## src/rtl/cg_iteration_controller.sv

```systemverilog
// CG solver loop controller: sequences the Alu resets each iteration and terminates on convergence, cap, NaN/Inf or protocol error.
// Optional stagnation detection (status 5, parameter stall_limit) is built when CG_STAGNATION_EN is defined.
module cg_iteration_controller #(
    parameter int unsigned              element_width  = 32,
    parameter logic [element_width-1:0] tolerance      = 32'h283424DC,
    parameter int unsigned              max_iterations = 1000,
    parameter int unsigned              iter_width     = 16,
    parameter int unsigned              restart_gap    = 2
`ifdef CG_STAGNATION_EN
    ,
    parameter int unsigned              stall_limit    = 8
`endif
) (
    input  logic                     clk,
    input  logic                     reset,
    input  logic                     go,
    input  logic                     abort,
    input  logic [element_width-1:0] rsnew,
    input  logic                     rsnew_valid,
    input  logic                     iter_done,
    output logic                     reset_vXv1,
    output logic                     reset_mXv1,
    output logic                     busy,
    output logic                     done,
    output logic [2:0]               status,
    output logic [iter_width-1:0]    iteration_count,
    output logic [element_width-1:0] rsnew_last
);

    localparam int unsigned MAX_EFF = (max_iterations == 0) ? 1 : max_iterations;
    localparam int unsigned GAP_EFF = (restart_gap == 0) ? 1 : restart_gap;
    localparam logic [30:0] TOL_MAG = tolerance[30:0];

    localparam logic [2:0] ST_NONE  = 3'd0;
    localparam logic [2:0] ST_CONV  = 3'd1;
    localparam logic [2:0] ST_MAXIT = 3'd2;
    localparam logic [2:0] ST_NAN   = 3'd3;
    localparam logic [2:0] ST_PROTO = 3'd4;
`ifdef CG_STAGNATION_EN
    localparam logic [2:0]  ST_STALL  = 3'd5;
    localparam int unsigned STALL_EFF = (stall_limit == 0) ? 1 : stall_limit;
`endif

    typedef enum logic [2:0] {
        S_IDLE, S_LAUNCH, S_RUN, S_CHECK, S_WAIT_UPDATE, S_RESTART, S_FINISH
    } state_t;

    state_t                   state_q, state_d;
    logic [2:0]               status_q, status_d;
    logic [iter_width-1:0]    iter_q, iter_d;
    logic [element_width-1:0] last_q, last_d;
    logic                     pend_q, pend_d;
    logic [15:0]              gap_q, gap_d;
    logic                     strobe_q, strobe_d;
    logic                     busy_state;
    logic                     at_cap;
`ifdef CG_STAGNATION_EN
    logic [30:0]              min_q, min_d;
    logic [15:0]              stall_q, stall_d;
`endif

    function automatic logic [iter_width-1:0] sat_inc(input logic [iter_width-1:0] v);
        return (&v) ? v : v + iter_width'(1);
    endfunction

    assign busy_state = (state_q != S_IDLE) && (state_q != S_FINISH);
    assign at_cap     = (33'(iter_q) + 33'd1) >= 33'(MAX_EFF);

    always_ff @(posedge clk) begin
        if (reset) begin
            state_q  <= S_IDLE;
            status_q <= ST_NONE;
            iter_q   <= '0;
            last_q   <= '0;
            pend_q   <= 1'b0;
            gap_q    <= '0;
            strobe_q <= 1'b1;
`ifdef CG_STAGNATION_EN
            min_q    <= '1;
            stall_q  <= '0;
`endif
        end else begin
            state_q  <= state_d;
            status_q <= status_d;
            iter_q   <= iter_d;
            last_q   <= last_d;
            pend_q   <= pend_d;
            gap_q    <= gap_d;
            strobe_q <= strobe_d;
`ifdef CG_STAGNATION_EN
            min_q    <= min_d;
            stall_q  <= stall_d;
`endif
        end
    end

    always_comb begin
        state_d  = state_q;
        status_d = status_q;
        iter_d   = iter_q;
        last_d   = last_q;
        pend_d   = pend_q;
        gap_d    = gap_q;
        strobe_d = strobe_q;
`ifdef CG_STAGNATION_EN
        min_d    = min_q;
        stall_d  = stall_q;
`endif
        if (abort && busy_state) begin
            status_d = ST_PROTO;
            state_d  = S_FINISH;
        end else begin
            case (state_q)
                S_IDLE: begin
                    if (go) begin
                        status_d = ST_NONE;
                        iter_d   = '0;
                        pend_d   = 1'b0;
                        state_d  = S_LAUNCH;
`ifdef CG_STAGNATION_EN
                        min_d    = '1;
                        stall_d  = '0;
`endif
                    end
                end
                S_LAUNCH: state_d = S_RUN;
                S_RUN: begin
                    if (rsnew_valid) begin
                        last_d  = rsnew;
                        pend_d  = iter_done;
                        state_d = S_CHECK;
                    end else if (iter_done) begin
                        status_d = ST_PROTO;
                        state_d  = S_FINISH;
                    end
                end
                S_CHECK: begin
                    // An update finishing while we evaluate must not be lost.
                    pend_d = pend_q | iter_done;
                    if (&last_q[30:23]) begin
                        status_d = ST_NAN;
                        state_d  = S_FINISH;
                    end else if (last_q[30:0] <= TOL_MAG) begin
                        status_d = ST_CONV;
                        state_d  = S_FINISH;
                    end else begin
`ifdef CG_STAGNATION_EN
                        if (last_q[30:0] < min_q) begin
                            min_d   = last_q[30:0];
                            stall_d = '0;
                        end else begin
                            stall_d = (&stall_q) ? stall_q : stall_q + 16'd1;
                        end
                        if (32'(stall_d) >= STALL_EFF) begin
                            status_d = ST_STALL;
                            state_d  = S_FINISH;
                        end else if (at_cap) begin
                            status_d = ST_MAXIT;
                            state_d  = S_FINISH;
                        end else begin
                            state_d = S_WAIT_UPDATE;
                        end
`else
                        if (at_cap) begin
                            status_d = ST_MAXIT;
                            state_d  = S_FINISH;
                        end else begin
                            state_d = S_WAIT_UPDATE;
                        end
`endif
                    end
                end
                S_WAIT_UPDATE: begin
                    if (rsnew_valid) begin
                        status_d = ST_PROTO;
                        state_d  = S_FINISH;
                    end else if (iter_done || pend_q) begin
                        pend_d  = 1'b0;
                        iter_d  = sat_inc(iter_q);
                        gap_d   = '0;
                        state_d = S_RESTART;
                    end
                end
                S_RESTART: begin
                    if (gap_q == 16'(GAP_EFF - 1)) state_d = S_LAUNCH;
                    else gap_d = gap_q + 16'd1;
                end
                S_FINISH: state_d = S_IDLE;
                default:  state_d = S_IDLE;
            endcase
        end
        if (state_d == S_FINISH) pend_d = 1'b0;
        // Strobes lag RESTART/LAUNCH by one cycle; termination raises them at once.
        if (state_d == S_FINISH || state_d == S_IDLE || state_q == S_RESTART) strobe_d = 1'b1;
        else if (state_q == S_LAUNCH) strobe_d = 1'b0;
    end

    always_comb begin
        reset_vXv1      = strobe_q;
        reset_mXv1      = strobe_q;
        busy            = busy_state;
        done            = (state_q == S_FINISH);
        status          = status_q;
        iteration_count = iter_q;
        rsnew_last      = last_q;
    end

endmodule

```

## config.mk

```make
export PLATFORM = sky130hd
export DESIGN_NAME = cg_iteration_controller
export DESIGN_NICKNAME = d
export VERILOG_FILES = /design/src/rtl/cg_iteration_controller.sv
export SDC_FILE = /design/constraint.sdc
export NUM_CORES = 1
export LEC_CHECK = 0
export ABC_AREA = 1
export BUFFER_PORTS_ARGS = -buffer_cell sky130_fd_sc_hd__buf_4
export CORE_MARGIN = 1
export CORE_UTILIZATION = 29
export DETAILED_ROUTE_END_ITERATION = 6
export GPL_ROUTABILITY_DRIVEN = 0
export GPL_TIMING_DRIVEN = 0
export PLACE_DENSITY = 0.47
export SLEW_MARGIN = 30
export SYNTH_ARGS = -nofsm -noshare
export SYNTH_HDL_FRONTEND = slang
export SYNTH_SLANG_ARGS = --single-unit
```

## constraint.sdc

```tcl
create_clock -name clk -period 2.51 [get_ports clk]
set_clock_uncertainty 0.1 [all_clocks]
set_input_delay 0.1255 -clock clk [delete_from_list [all_inputs] [get_ports clk]]
set_output_delay 0.1255 -clock clk [all_outputs]
set_load 0.05 [all_outputs]
```

==> run_summary.xml <==
<?xml version="1.0" encoding="UTF-8"?>
<metrics>
  <group name="timing">
    <metric name="setup_violations" unit="">0</metric>
    <metric name="rsz0062_at_grt" unit="">no</metric>
    <metric name="drv_slew" unit="">0</metric>
    <metric name="layout_min_cycle_time" unit="ns">2.263</metric>
    <metric name="final_hold_viol_count" unit="">0</metric>
    <metric name="relSlewSlack" unit="%">55.99</metric>
    <metric name="worst-slew-pin-transition" unit="ns">0.6601</metric>
    <metric name="fin_tns_setup" unit="ns">0</metric>
    <metric name="layout_worst_path_cycle_share" unit="%">90.16</metric>
    <metric name="fmax" unit="MHz">441.9</metric>
  </group>
  <group name="clock_network">
    <metric name="post_cts.repair.setup_buffers" unit="">0</metric>
    <metric name="clkLatencyLatePin" unit="ns">0.34</metric>
    <metric name="cts-buffers-inserted" unit="">9</metric>
    <metric name="clk_root_buffer_cell" unit="">clkbuf_16</metric>
    <metric name="clkSinkCount" unit="">72</metric>
    <metric name="clk_transition_reported_paths" unit="ns">0.06</metric>
    <metric name="clock_tree.buffer_depth" unit="">2</metric>
    <metric name="cts_resized" unit="">0</metric>
    <metric name="cts_hold_buf" unit="">32</metric>
    <metric name="h-tree-depth" unit="">3</metric>
    <metric name="cts_tree" unit="">done</metric>
  </group>
  <group name="route">
    <metric name="route.detailed.wl_per_inst" unit="um">13.12</metric>
    <metric name="routed_wl" unit="mm">12.06</metric>
    <metric name="remaining_drc_errors" unit="">0</metric>
    <metric name="detail-route-antenna-nets" unit="">0</metric>
    <metric name="via_per_inst" unit="">4.650</metric>
    <metric name="drt_iter0_markers" unit="">271</metric>
    <metric name="drtPass1Iterations" unit="">4</metric>
    <metric name="num_vias" unit="">4273</metric>
  </group>
  <group name="yosys">
    <metric name="synth-seq-cells" unit="">72</metric>
    <metric name="synth_area_leader_cell" unit="">dfxtp_1</metric>
    <metric name="synth.cells.most_frequent" unit="">nand2_1, nor2_1, dfxtp_1</metric>
    <metric name="yosysWarningCount" unit="">0</metric>
    <metric name="syn_avg_cell_area" unit="um^2">6.526</metric>
    <metric name="synth.lib_cells_used.distinct" unit="">34</metric>
    <metric name="netlist_instances" unit="">603</metric>
    <metric name="ys_async_sr_fraction" unit="%">0</metric>
    <metric name="synthMostInstantiatedCell" unit="">nand2_1</metric>
    <metric name="postSynthNetCount" unit="">644</metric>
    <metric name="syn-cell-area" unit="mm^2">0.003935</metric>
    <metric name="ys_top_cells_by_area" unit="">dfxtp_1, nand2_1, nor2_1</metric>
    <metric name="dominantRegCellSynth" unit="">dfxtp_1</metric>
    <metric name="synth_sequential_area_ratio" unit="%">36.63</metric>
    <metric name="yosysTopAreaCellShare" unit="%">36.63</metric>
    <metric name="synth_enable_flop_cells" unit="">0</metric>
  </group>
  <group name="placement">
    <metric name="post-dp-hpwl" unit="mm">9.087</metric>
    <metric name="placed_cells" unit="">871</metric>
    <metric name="port_buffers" unit="">92</metric>
  </group>
  <group name="floorplan">
    <metric name="fp.dieArea" unit="mm^2">0.01404</metric>
    <metric name="die_width" unit="um">118.5</metric>
    <metric name="die_height" unit="um">118.5</metric>
    <metric name="initial_core_util" unit="%">29.71</metric>
    <metric name="fp_rows" unit="">42</metric>
    <metric name="design.core.area" unit="mm^2">0.01324</metric>
    <metric name="ios" unit="">93</metric>
  </group>
  <group name="power_and_ir_drop">
    <metric name="combPwrFrac" unit="%">48.5</metric>
    <metric name="sw_frac_of_total" unit="%">46.79</metric>
    <metric name="p_per_area" unit="mW/mm^2">1135</metric>
    <metric name="clock_power_share" unit="%">23.5</metric>
    <metric name="seq_power_share" unit="%">28.0</metric>
    <metric name="max-vdd-ir-drop" unit="V">0.0005545</metric>
    <metric name="p_leak" unit="nW">2.355</metric>
    <metric name="post-layout-total-power" unit="mW">6.243</metric>
    <metric name="power_report.internal_total" unit="mW">3.322</metric>
    <metric name="power.switching" unit="mW">2.921</metric>
  </group>
  <group name="critical_path">
    <metric name="critical_path.cell_chain" unit="">ha_1 &gt; nand3_1 &gt; nor2_1 &gt; nand3_1 &gt; xor2_1 &gt; nand3_1 &gt; nor2_1 &gt; nand2_1 &gt; nand2_1 &gt; nand3_2 &gt; nand2_2 &gt; nand3_1</metric>
    <metric name="cell_family_with_the_largest_share_of_critical_path_delay" unit="">simple AND/OR/NAND/NOR gates</metric>
    <metric name="arrival" unit="ns">2.37</metric>
    <metric name="crit_slowest_cell" unit="">dfxtp_1</metric>
    <metric name="crit_path_start_kind" unit="">register</metric>
    <metric name="worst_path_most_repeated_cell" unit="">nand3_1</metric>
    <metric name="worst-path-max-fanout" unit="">6</metric>
    <metric name="critical-path-max-stage-delay" unit="ns">0.43</metric>
    <metric name="worstPathRequired" unit="ns">2.62</metric>
    <metric name="cp.buffers_inverters" unit="">0</metric>
    <metric name="timing.critical_path.to_type" unit="">register</metric>
    <metric name="type_of_the_worst_setup_path" unit="">reg2reg</metric>
  </group>
  <group name="global_route">
    <metric name="antenna_found_initial" unit="">0</metric>
    <metric name="grt_pass1_vias" unit="">3968</metric>
    <metric name="grt_max_degree" unit="">13</metric>
    <metric name="grt_util_all_layers" unit="%">17.93</metric>
    <metric name="grt.overflow.total" unit="">0</metric>
    <metric name="global_route_wire_length_before_repair" unit="mm">19.88</metric>
  </group>
  <group name="outcome">
    <metric name="outcome" unit="">completed</metric>
  </group>
  <group name="flow_run">
    <metric name="max-cap-violations" unit="">0</metric>
  </group>
  <group name="final_layout">
    <metric name="layout.nets" unit="">779</metric>
    <metric name="antennaDiodeCount" unit="">0</metric>
    <metric name="syn2layout_area_growth" unit="%">39.84</metric>
    <metric name="final_cells" unit="">919</metric>
    <metric name="drive_gt1_share" unit="%">19.65</metric>
  </group>
  <group name="min_path">
    <metric name="hold_crit_class" unit="">in2reg</metric>
  </group>
</metrics>
registers in the layout, indices dropped and copies added, names as in the netlist:
signal and flops:
state_q 3, gap_q 16, reset_mXv1 1, pend_q 1
iteration_count 16, status 3, rsnew_last 32
placed cells by master (no fill, tap or decap), drive strengths merged:
master	count
xor2	5
nor3	12
ha	3
a31oi	2
clkinv	2
buf	102
inv	66
a21boi	2
nand3	36
dfxtp	72
bufinv	3
clkbuf	20
nor3b	2
nand4	16
nor2	123
o21ai	52
nand2	126
a211oi	10
or2	1
dlygate4sd3	32
xnor2	3
clkinvlp	1
o211a	1
nand3b	5
a21oi	44
o31ai	1
nor4	1
path summary, 6_finish.rpt:
check                                        start  slack [ns]  cells after the start    endpoint
worst min-delay path                         abort        0.04                      4   status[1]
worst max register to register  iteration_count[0]        0.25                     12  reset_mXv1
worst min register to register           status[1]        0.37                      2   status[1]
worst max-delay path            iteration_count[0]        0.25                     12  reset_mXv1
power groups by stage:
| stage | clock network, mW | registers (mW) | logic (mW) |
|---|---|---|---|
| after floorplan | 0 | 2.50 | 1.38 |
| after global placement | 0 | 1.77 | 2.98 |
| after detailed placement | 0 | 1.77 | 2.99 |
| after CTS | 1.51 | 1.75 | 3.04 |
| after global routing | 1.56 | 1.80 | 3.31 |
| final | 1.47 | 1.75 | 3.03 |
cell type report:
type	count	area (um^2)
inverter	66	247.7
clock inverter	6	107.6
timing repair buffer	124	1011
buffer	20	93.84
clock buffer	10	229.0
fill	1423	7740
sequential	72	1441
tap	176	220.2
multi-input combinational	445	2152
logic make-up after synthesis:
group,Yosys count,share of synthesized area [%]
AOI/OAI and AO/OA,112,15.68
xor gates and xnor gates,8,1.972
DFF,72,36.63
and+or+nand+nor,322,36.09
adders and majority gates,3,0.9540
buffers and inverters,86,8.681
per-stage QoR:
stage | utilization (%) | hold slack, ns | instance area, um^2 | setup WS (ns)
CTS | 41.55 | 0.03687 | 5503 | 0.2250
global route | 41.55 | 0.04122 | 5503 | 0.02601
global placement | 36.59 | 0.2783 | 4846 | 0.2429
detailed placement | 36.59 | 0.2886 | 4846 | 0.2510
finish | 41.55 | 0.04117 | 5503 | 0.2471
floorplan | - | 0.1922 | 3935 | 0.2120
per-layer routing:
metal	global-route usage (%)	up-vias	part of all wire, %
met5	0	-	0
met4	6.329	0	1.6
met3	3.909	12	3.6
met2	27.54	83	45
met1	24.65	1943	50
li1	-	2235	-
worst reg2reg max path, stage by stage, from the launching register on:
cell     delay, ns
dfxtp_1       0.43
ha_1          0.24
nand3_1       0.14
nor2_1        0.18
nand3_1       0.11
xor2_1        0.18
nand3_1       0.11
nor2_1        0.17
nand2_1       0.09
nand2_1       0.13
nand3_2       0.09
nand2_2       0.07
nand3_1       0.07
No activity file was read; power rests on OpenSTA's default activity.
